<file path="src/rtl/intr_vector_arbiter_if.sv">
// intr_vector_arbiter_if: bundles the SPR access port, the request/acknowledge
// handshake with the sources and the interrupt presentation to the control unit.
// The slave modport is the arbiter's view; the master modport is the environment.
interface intr_vector_arbiter_if #(
  parameter int NUM_SRC = 8,
  parameter int CODE_W  = 4
) ();
  logic [9:0]         spr_addr;
  logic               spr_wr;
  logic [0:31]        spr_wd;
  logic [0:31]        spr_rd;
  logic [0:31]        MSR;
  logic [NUM_SRC-1:0] req;
  logic [NUM_SRC-1:0] src_ack;
  logic               intr_valid;
  logic [CODE_W-1:0]  excepCode;
  logic [0:31]        intrEntryAddr;
  logic               ack;
  logic [NUM_SRC-1:0] pending;

  modport slave (
    input  spr_addr, spr_wr, spr_wd, MSR, req, ack,
    output spr_rd, src_ack, intr_valid, excepCode, intrEntryAddr, pending
  );

  modport master (
    output spr_addr, spr_wr, spr_wd, MSR, req, ack,
    input  spr_rd, src_ack, intr_valid, excepCode, intrEntryAddr, pending
  );
endinterface

</file>
<file path="src/rtl/intr_vector_arbiter.sv">
// intr_vector_arbiter: fixed-priority interrupt controller with IVPR/IVOR SPRs.
// Lowest eligible channel index wins; maskable channels (EXT_MASK) need MSR[EE].
// The winner's code and vectored entry address are latched at arbitration and
// held until the control unit acks, then src_ack pulses for one cycle.
// Optional feature macro INTR_STICKY_EN: when defined, request pulses are
// captured in a sticky pending register; otherwise pending follows req.
module intr_vector_arbiter #(
  parameter int                 NUM_SRC   = 8,
  parameter int                 CODE_W    = 4,
  parameter logic [NUM_SRC-1:0] EXT_MASK  = 8'b0011_0000,
  parameter logic [9:0]         IVOR_BASE = 10'd400,
  parameter logic [9:0]         IVPR_SPRN = 10'd63
) (
  input  logic                 clk,
  input  logic                 rst,
  intr_vector_arbiter_if.slave bus
);

  typedef enum logic [1:0] {
    ST_IDLE     = 2'd0,
    ST_DISPATCH = 2'd1,
    ST_ACK      = 2'd2
  } state_t;

  state_t             state_r, state_n;
  logic [0:15]        ivpr_r;
  logic [16:27]       ivor_r [NUM_SRC];
  logic [CODE_W-1:0]  win_r, win_n;
  logic               intr_valid_r, intr_valid_n;
  logic [CODE_W-1:0]  excep_code_r, excep_code_n;
  logic [0:31]        entry_addr_r, entry_addr_n;
  logic [NUM_SRC-1:0] src_ack_r, src_ack_n;

  logic [NUM_SRC-1:0] pending_s;
  logic [NUM_SRC-1:0] elig_s;
  logic               any_elig_s;
  logic [CODE_W-1:0]  win_idx_s;
  logic [16:27]       win_ivor_s;
  logic [NUM_SRC-1:0] win_onehot_s;
  logic [0:31]        spr_rd_s;
  logic               ee_s;
  logic               unused_s;

  assign ee_s     = bus.MSR[16];
  assign unused_s = ^{bus.MSR[0:15], bus.MSR[17:31], bus.spr_wd[28:31]};

`ifdef INTR_STICKY_EN
  logic [NUM_SRC-1:0] sticky_r;
  logic [NUM_SRC-1:0] clr_s;

  // The winner's pending bit is cleared exactly when DISPATCH is left on ack.
  assign clr_s = (state_r == ST_DISPATCH && bus.ack) ? win_onehot_s : {NUM_SRC{1'b0}};

  // Sticky capture of request pulses; a new pulse beats the clear in the same cycle.
  always_ff @(posedge clk or posedge rst) begin
    if (rst) begin
      sticky_r <= {NUM_SRC{1'b0}};
    end else begin
      sticky_r <= (sticky_r & ~clr_s) | bus.req;
    end
  end

  assign pending_s = sticky_r;
`else
  assign pending_s = bus.req;
`endif

  assign elig_s = pending_s & (~EXT_MASK | {NUM_SRC{ee_s}});

  // Lowest eligible index wins; scan from the top so the lowest overwrites last.
  always_comb begin
    any_elig_s = 1'b0;
    win_idx_s  = {CODE_W{1'b0}};
    win_ivor_s = 12'h000;
    for (int i = NUM_SRC - 1; i >= 0; i--) begin
      if (elig_s[i]) begin
        any_elig_s = 1'b1;
        win_idx_s  = CODE_W'(i);
        win_ivor_s = ivor_r[i];
      end else begin
        any_elig_s = any_elig_s;
      end
    end
  end

  // One-hot form of the latched winner, used for src_ack and the sticky clear.
  always_comb begin
    win_onehot_s = {NUM_SRC{1'b0}};
    for (int i = 0; i < NUM_SRC; i++) begin
      if (win_r == CODE_W'(i)) begin
        win_onehot_s[i] = 1'b1;
      end else begin
        win_onehot_s[i] = 1'b0;
      end
    end
  end

  // FSM next state and next values of the registered outputs.
  always_comb begin
    state_n      = state_r;
    win_n        = win_r;
    intr_valid_n = intr_valid_r;
    excep_code_n = excep_code_r;
    entry_addr_n = entry_addr_r;
    src_ack_n    = {NUM_SRC{1'b0}};
    case (state_r)
      ST_IDLE: begin
        if (any_elig_s) begin
          win_n        = win_idx_s;
          intr_valid_n = 1'b1;
          excep_code_n = win_idx_s + CODE_W'(1);
          entry_addr_n = {ivpr_r, win_ivor_s, 4'b0000};
          state_n      = ST_DISPATCH;
        end else begin
          state_n      = ST_IDLE;
        end
      end
      ST_DISPATCH: begin
        if (bus.ack) begin
          intr_valid_n = 1'b0;
          excep_code_n = {CODE_W{1'b0}};
          entry_addr_n = 32'h0000_0000;
          src_ack_n    = win_onehot_s;
          state_n      = ST_ACK;
        end else begin
          state_n      = ST_DISPATCH;
        end
      end
      ST_ACK: begin
        state_n = ST_IDLE;
      end
      default: begin
        state_n      = ST_IDLE;
        intr_valid_n = 1'b0;
        excep_code_n = {CODE_W{1'b0}};
        entry_addr_n = 32'h0000_0000;
      end
    endcase
  end

  // FSM state and registered outputs; reset drops any in-flight interrupt.
  always_ff @(posedge clk or posedge rst) begin
    if (rst) begin
      state_r      <= ST_IDLE;
      win_r        <= {CODE_W{1'b0}};
      intr_valid_r <= 1'b0;
      excep_code_r <= {CODE_W{1'b0}};
      entry_addr_r <= 32'h0000_0000;
      src_ack_r    <= {NUM_SRC{1'b0}};
    end else begin
      state_r      <= state_n;
      win_r        <= win_n;
      intr_valid_r <= intr_valid_n;
      excep_code_r <= excep_code_n;
      entry_addr_r <= entry_addr_n;
      src_ack_r    <= src_ack_n;
    end
  end

  // IVPR/IVOR storage; writes to unmapped SPR numbers fall through untouched.
  always_ff @(posedge clk or posedge rst) begin
    if (rst) begin
      ivpr_r <= 16'h0000;
      for (int i = 0; i < NUM_SRC; i++) begin
        ivor_r[i] <= 12'h000;
      end
    end else if (bus.spr_wr) begin
      if (bus.spr_addr == IVPR_SPRN) begin
        ivpr_r <= bus.spr_wd[0:15];
      end else begin
        ivpr_r <= ivpr_r;
      end
      for (int i = 0; i < NUM_SRC; i++) begin
        if (bus.spr_addr == IVOR_BASE + 10'(i)) begin
          ivor_r[i] <= bus.spr_wd[16:27];
        end else begin
          ivor_r[i] <= ivor_r[i];
        end
      end
    end else begin
      ivpr_r <= ivpr_r;
    end
  end

  // SPR read mux: stored field in position, zeros elsewhere, unmapped reads 0.
  always_comb begin
    spr_rd_s = 32'h0000_0000;
    if (bus.spr_addr == IVPR_SPRN) begin
      spr_rd_s = {ivpr_r, 16'h0000};
    end else begin
      for (int i = 0; i < NUM_SRC; i++) begin
        if (bus.spr_addr == IVOR_BASE + 10'(i)) begin
          spr_rd_s = {16'h0000, ivor_r[i], 4'b0000};
        end else begin
          spr_rd_s = spr_rd_s;
        end
      end
    end
  end

  assign bus.spr_rd        = spr_rd_s;
  assign bus.src_ack       = src_ack_r;
  assign bus.intr_valid    = intr_valid_r;
  assign bus.excepCode     = excep_code_r;
  assign bus.intrEntryAddr = entry_addr_r;
  assign bus.pending       = pending_s;

endmodule
</file>
<file path="src/flat_wrapper.sv">
// flat-port wrapper written by rule: the top's interface ports become plain ports
module intr_vector_arbiter_flat 
#(
  parameter int                 NUM_SRC   = 8,
  parameter int                 CODE_W    = 4,
  parameter logic [NUM_SRC-1:0] EXT_MASK  = 8'b0011_0000,
  parameter logic [9:0]         IVOR_BASE = 10'd400,
  parameter logic [9:0]         IVPR_SPRN = 10'd63
)
  (clk, rst, bus_spr_addr, bus_spr_wr, bus_spr_wd, bus_MSR, bus_req, bus_ack, bus_spr_rd, bus_src_ack, bus_intr_valid, bus_excepCode, bus_intrEntryAddr, bus_pending);
  intr_vector_arbiter_if #(.NUM_SRC(NUM_SRC), .CODE_W(CODE_W)) bus_i ();
  input  logic clk;
  input  logic rst;
  input wire logic [$bits(bus_i.spr_addr)-1:0] bus_spr_addr;
  input wire logic [$bits(bus_i.spr_wr)-1:0] bus_spr_wr;
  input wire logic [$bits(bus_i.spr_wd)-1:0] bus_spr_wd;
  input wire logic [$bits(bus_i.MSR)-1:0] bus_MSR;
  input wire logic [$bits(bus_i.req)-1:0] bus_req;
  input wire logic [$bits(bus_i.ack)-1:0] bus_ack;
  output wire logic [$bits(bus_i.spr_rd)-1:0] bus_spr_rd;
  output wire logic [$bits(bus_i.src_ack)-1:0] bus_src_ack;
  output wire logic [$bits(bus_i.intr_valid)-1:0] bus_intr_valid;
  output wire logic [$bits(bus_i.excepCode)-1:0] bus_excepCode;
  output wire logic [$bits(bus_i.intrEntryAddr)-1:0] bus_intrEntryAddr;
  output wire logic [$bits(bus_i.pending)-1:0] bus_pending;
  assign bus_i.spr_addr = bus_spr_addr;
  assign bus_i.spr_wr = bus_spr_wr;
  assign bus_i.spr_wd = bus_spr_wd;
  assign bus_i.MSR = bus_MSR;
  assign bus_i.req = bus_req;
  assign bus_i.ack = bus_ack;
  assign bus_spr_rd = bus_i.spr_rd;
  assign bus_src_ack = bus_i.src_ack;
  assign bus_intr_valid = bus_i.intr_valid;
  assign bus_excepCode = bus_i.excepCode;
  assign bus_intrEntryAddr = bus_i.intrEntryAddr;
  assign bus_pending = bus_i.pending;
  intr_vector_arbiter #(.NUM_SRC(NUM_SRC), .CODE_W(CODE_W), .EXT_MASK(EXT_MASK), .IVOR_BASE(IVOR_BASE), .IVPR_SPRN(IVPR_SPRN)) u_core (.clk(clk), .rst(rst), .bus(bus_i));
endmodule
</file>
<file path="config.mk">
export PLATFORM = sky130hd
export DESIGN_NAME = intr_vector_arbiter_flat
export DESIGN_NICKNAME = d
export VERILOG_FILES = /design/src/rtl/intr_vector_arbiter_if.sv /design/src/rtl/intr_vector_arbiter.sv /design/src/flat_wrapper.sv
export SDC_FILE = /design/constraint.sdc
export NUM_CORES = 1
export LEC_CHECK = 0
export CAP_MARGIN = 20
export CORE_MARGIN = 2
export CORE_UTILIZATION = 50
export CTS_CLUSTER_SIZE = 20
export DETAILED_ROUTE_END_ITERATION = 16
export PLACE_DENSITY = 0.89
export SYNTH_ARGS = -nofsm -noshare
export SYNTH_HDL_FRONTEND = slang
export SYNTH_SLANG_ARGS = --single-unit
</file>
<file path="constraint.sdc">
create_clock -name clk -period 15.8 [get_ports clk]
set_input_delay 3.16 -clock clk [delete_from_list [all_inputs] [get_ports clk]]
set_output_delay 3.16 -clock clk [all_outputs]
set_load 0.02 [all_outputs]
</file>
; ---- Word-level counts from Yosys, hierarchy flattened
; Cells that the tools add are included.
[totals]
reg_bits = 163
input_bits = 86
output_inout_bits = 85
elab_cells = 106
[op_classes]
add_sub_neg = 1
eq_ne = 20
muxes = 55
bitwise = 2
n_reduce_logical = 13
[ops]
columns = cell, n
row1 = 2-to-1 mux 16 bit, 8
row2 = 2-to-1 mux 12 bit, 8
row3 = 2-to-1 mux 32 bit, 3
row4 = case mux 32 bit (3 select lines), 1
row5 = == test 10 x 9 -> 1 bit (second input constant), 8
row6 = 2-to-1 mux 4 bit, 9
row7 = AND reduction 2 bit, 10
row8 = 2-to-1 mux 1 bit, 19
row9 = == test 4 x 3 -> 1 bit (second input constant), 4
row10 = 2-to-1 mux 8 bit, 2
row11 = case mux 4 bit (3 select lines), 1
row12 = == test 10 x 6 -> 1 bit (second input constant), 1
row13 = AND 8 bit, 1
row14 = == test 4 x 2 -> 1 bit (second input constant), 2
row15 = adder 4 x 1 -> 4 bit (second input constant), 1
row16 = == test 4 x 1 -> 1 bit (second input constant), 1
row17 = logical NOT 4 bit, 1
row18 = case mux 2 bit (2 select lines), 1
row19 = 2-to-1 mux 3 bit, 1
row20 = case mux 1 bit (3 select lines), 1
row21 = AND reduction 3 bit, 1
row22 = == test 2 x 1 -> 1 bit (second input constant), 1
row23 = == test 2 bit (second input constant), 1
row24 = logical NOT 2 bit, 1
row25 = other kinds (4), 4

; ---- Logic depth before layout (Yosys ltp)
[logic_depth]
word_depth = 12
depth_mapped = 9

; ---- Least setup slack after synthesis
; No wires, ideal clock.
[synth_path]
path_type = input-to-output
from = in bus_spr_addr[6]
to = out bus_spr_rd[21]
t_arrival_ns = 4.545
required_ns = 12.640
path_slack_ns = 8.095
path_stages = 5
n_path_buf = 1
path_cell_list = nand2b_4 or4_4 nor4b_4 clkbuf_2 and2_1
[synth_via]
elab_chain_len = 2
[synth_rtl]
columns = element, line_no
row1 = start: declaration, flat_wrapper.sv:14  ; input wire logic [$bits(bus_i.spr_addr)-1:0] bus_spr_addr;
row2 = == test 10 x 6 -> 1 bit, intr_vector_arbiter.sv:188  ; if (bus.spr_addr == IVPR_SPRN) begin
row3 = 2-to-1 mux 32 bit, intr_vector_arbiter.sv:188
row4 = end: declaration, flat_wrapper.sv:20  ; output wire logic [$bits(bus_i.spr_rd)-1:0] bus_spr_rd;
; Every way passes these cells.

; ---- Worst setup path in the final report
[layout_path]
from = in bus_spr_addr[1]
to = out bus_spr_rd[30]
; Same word-level chain as after synthesis.

==> parameters.txt <==
Parameter                              Value

Detailed routing
  Number of vias after detailed routing    approximately 6.3k
  Vias per std cell    around 6.0
  First-pass iteration count of the detailed router    8
  Iteration-0 DRC count of the detailed router    555
  Residual DRC count    0
  Final routed wire length divided by cell count    20.40 um
  Total length of routed wires    21460 um
  Count of antenna-violating nets left after detailed routing    0

Final layout
  Util after Layout    around 63%
  Synth-to-layout area growth    23.32%
  Area of all placed cells without fillers    approximately 10000 um2
  Post-layout nets    slightly above 900
  N_diodes    0
  Fraction of layout cells with a size suffix above 1    roughly 22%

Critical path
  CP Data Required Time    12.64 ns
  Critical path class    input pin to output port
  Worst endpoint data arrival time    5.85 ns
  Endpoint type of the worst setup path    output port
  Worst-path maximum fanout    33
  Critical path startpoint category    input pin

Synth
  Synthesized flop and latch total    between 150 and 200
  Main area contributors after synthesis    sky130_fd_sc_hd__dfrtp_1, sky130_fd_sc_hd__mux2_2, sky130_fd_sc_hd__mux4_2
  Cell area after synthesis    between 8000 and 9000 um2
  Area fraction of the dominant cell type after synthesis    approximately half
  Proportion of synthesized chip area in sequential cells    between 40% and 50%
  Cell variety after synth    45
  Share of flip-flops with an asynchronous set or reset    100.0%
  Post-synthesis area per instance    between 10 and 15 um2
  Number of enable-type register cells in the synthesized netlist    0
  Gate count of the mapped netlist    ~730
  Most common flop cell mapped by yosys    sky130_fd_sc_hd__dfrtp_1
  Warnings, synthesis    0
  Post-synth top area cell    sky130_fd_sc_hd__dfrtp_1

Power and ir drop
  Leakage    around 0.0045 uW
  Switching fraction of total power    31.64%
  Internal power consumption    745.3 uW
  Part of the total power dissipated in sequential elements    about two fifths
  Part of the power in combinational logic    20.2%
  Relative contribution of the clock network to total power    37.8%
  Net switching power of the design    between 300 and 400 uW
  Power Density    108.5 nW/um2
  Peak supply drop    approximately 0.086 mV

Global route
  Number of global-route vias before repair    6405
  Initial antenna violation count    0
  Largest net degree at the start of global routing    89
  Overall track demand over capacity in global routing    25.26%
  Wire length of the first global-routing pass    33910 um
  Overall overflow remaining after global route    0

Place
  Final weighted congestion of routability-driven global placement    between 0.8 and 0.9
  PortBufs    between 100 and 150
  Post-detailed-placement cell area    9457 um2
  DP HPWL    between 10000 and 15000 um

Die
  Row Count    46
  Total Die Area    17330 um2
  Overall die width    131.6 um
  Initial Util    51.28%
  DIE HEIGHT    131.6 um
  I/O pin count    171
  Core area    ~16000 um2

Timing
  Relative slew slack    about 40%
  Minimum clock period after layout    9.007 ns
  Number of pins exceeding their max-slew limit in the final report    0
  Setup violation total in the final timing report    0
  Share of the clock period used by the worst path    between 50 and 60%
  Aggregate negative setup slack    0 ns
  Setup repair after global routing missed its margin    no
  Clk_skew    about 0.008 ns
  Pin slew with the least headroom to its limit    0.9019 ns
  Highest achievable clock rate    approximately 110 MHz
  Hold violation total from the final report    0

Clocking
  Number of gates resized after CTS    0
  Sinks on Clock Net    about 160
  H-tree Lvls    4
  CTS hold repair buffers    0
  TritonCTS clock tree    done
  Clock transition time at the flip-flop clock pins of the worst setup and hold paths    roughly 0.060 ns
  CTS buffer count    17
  Later-pin clock latency in the skew report    ~0.43 ns
  Setup bufs post-CTS    0
  CTS root buf    sky130_fd_sc_hd__clkbuf_16
  Max Buffers Root-to-Sink    2

Run
  Max-Cap Viols    0

Hold path
  Type of the most critical hold path    register to register

Outcome
  Result of the run    finished clean
[sequential cells by signal, indices dropped and copies added, names as in the netlist]
signal / count
u_core.ivor_r: 96
u_core.bus.intrEntryAddr: 28
u_core.ivpr_r: 16
u_core.bus.src_ack: 8
u_core.bus.excepCode: 4
u_core.win_r: 3
u_core.state_r: 2
u_core.bus.intr_valid: 1
[power by group through the flow]
stage	combinational, uW	sequential (uW)	clock, uW
after floorplan	106	485	0
after global placement	215	464	0
after detailed placement	218	466	0
after CTS	220	458	417
after global routing	236	462	436
final	220	458	412
[critical path, cell delays in order]
cell and delay, ns:
sky130_fd_sc_hd__clkdlybuf4s50_1 0.45, sky130_fd_sc_hd__buf_4 0.42, sky130_fd_sc_hd__nand2_1 0.24, sky130_fd_sc_hd__nor4b_4 0.73, sky130_fd_sc_hd__and2_1 0.23, sky130_fd_sc_hd__clkdlybuf4s50_1 0.61
[worst paths after layout]
kind	slack, ns	to	from	depth (start not counted)
worst max-delay path	6.79	bus_spr_rd[30]	bus_spr_addr[1]	6
worst min-delay path	0.49	u_core.bus.intr_valid	u_core.bus.intr_valid	2
worst max register to register	13.93	u_core.win_r[1]	u_core.state_r[1]	3
worst min register to register	0.49	u_core.bus.intr_valid	u_core.bus.intr_valid	2
max in group asynchronous	11.16	u_core.bus.src_ack[7]	rst	3
min in group asynchronous	3.25	u_core.ivor_r[66]	rst	2
[stage by stage]
stage / power [uW] / instances / hold slack, ns / worst slack (ns)
floorplan: 590.7 / 733 / 0.4842 / 8.095
global placement: 678.6 / 1020 / 0.4603 / 6.816
detailed placement: 683.6 / 1020 / 0.4818 / 6.779
CTS: 1096 / 1052 / 0.4974 / 6.777
global route: 1133 / 1052 / 0.5204 / 6.605
finish: 1090 / 1052 / 0.4902 / 6.793
[cells in the final DEF, fill, tap and decap left out, types with 10 or more instances in the layout]
| cell | count |
|---|---|
| sky130_fd_sc_hd__dfrtp_1 | 158 |
| sky130_fd_sc_hd__clkdlybuf4s50_1 | 126 |
| sky130_fd_sc_hd__mux2_2 | 114 |
| sky130_fd_sc_hd__nand2_1 | 62 |
| sky130_fd_sc_hd__o21ai_0 | 39 |
| sky130_fd_sc_hd__nand3_1 | 38 |
| sky130_fd_sc_hd__nor2b_1 | 27 |
| sky130_fd_sc_hd__nor2_1 | 23 |
| sky130_fd_sc_hd__inv_1 | 21 |
| sky130_fd_sc_hd__mux4_2 | 20 |
| sky130_fd_sc_hd__clkbuf_16 | 17 |
| sky130_fd_sc_hd__nor3_1 | 16 |
| sky130_fd_sc_hd__o31ai_1 | 16 |
| sky130_fd_sc_hd__and2_1 | 16 |
| sky130_fd_sc_hd__mux2i_1 | 14 |
| sky130_fd_sc_hd__o211ai_1 | 12 |
| sky130_fd_sc_hd__nor3b_1 | 12 |
| sky130_fd_sc_hd__buf_4 | 11 |
| sky130_fd_sc_hd__and3_1 | 10 |
| sky130_fd_sc_hd__a2111oi_0 | 10 |
| sky130_fd_sc_hd__o22ai_1 | 10 |
| sky130_fd_sc_hd__inv_6 | 10 |
[logic make-up (layout without fill, tap and decap cells)]
group	Yosys count	in the layout	share of synthesized area, %
AO/OA/AOI/OAI	105	105	8.310
flip-flops	158	158	48.54
XOR/XNOR	1	1	0.1075
multiplexers	148	148	23.01
other	1	8	0.04604
buffers and inverters	89	192	5.238
AND/OR/NAND/NOR	223	223	14.59
adder cells (fa/ha/maj)	1	1	0.1536
[per-layer routing]
layer | routed length (um) | vias up | track usage [%]
li1 | - | 2774 | -
met3 | 1651 | 79 | 5.903
met4 | 776 | 0 | 11.53
met5 | 0 | - | 0
met2 | 10420 | 327 | 42.23
met1 | 8611 | 3091 | 31.19
[synth_stat cells, types with 14 or more instances]
master and count:
sky130_fd_sc_hd__and2_1 16, sky130_fd_sc_hd__inv_1 22, sky130_fd_sc_hd__buf_4 16, sky130_fd_sc_hd__mux4_2 20, sky130_fd_sc_hd__mux2i_1 14, sky130_fd_sc_hd__o21ai_0 39
sky130_fd_sc_hd__buf_2 19, sky130_fd_sc_hd__nand3_1 38, sky130_fd_sc_hd__mux2_2 114, sky130_fd_sc_hd__nor3_1 16, sky130_fd_sc_hd__o31ai_1 16, sky130_fd_sc_hd__clkbuf_1 24
sky130_fd_sc_hd__nand2_1 62, sky130_fd_sc_hd__dfrtp_1 158, sky130_fd_sc_hd__nor2b_1 27, sky130_fd_sc_hd__nor2_1 23
[cell type report]
type,instances,area (um2)
flip-flops and latches,158,3954
repair buffers,138,1349
inverters,22,87.58
clock buffers,17,425.4
well taps,216,270.3
clock inverters,15,162.7
multi-input cells,486,3796
fillers,1216,5841
Power figures use the tool's default switching activity.
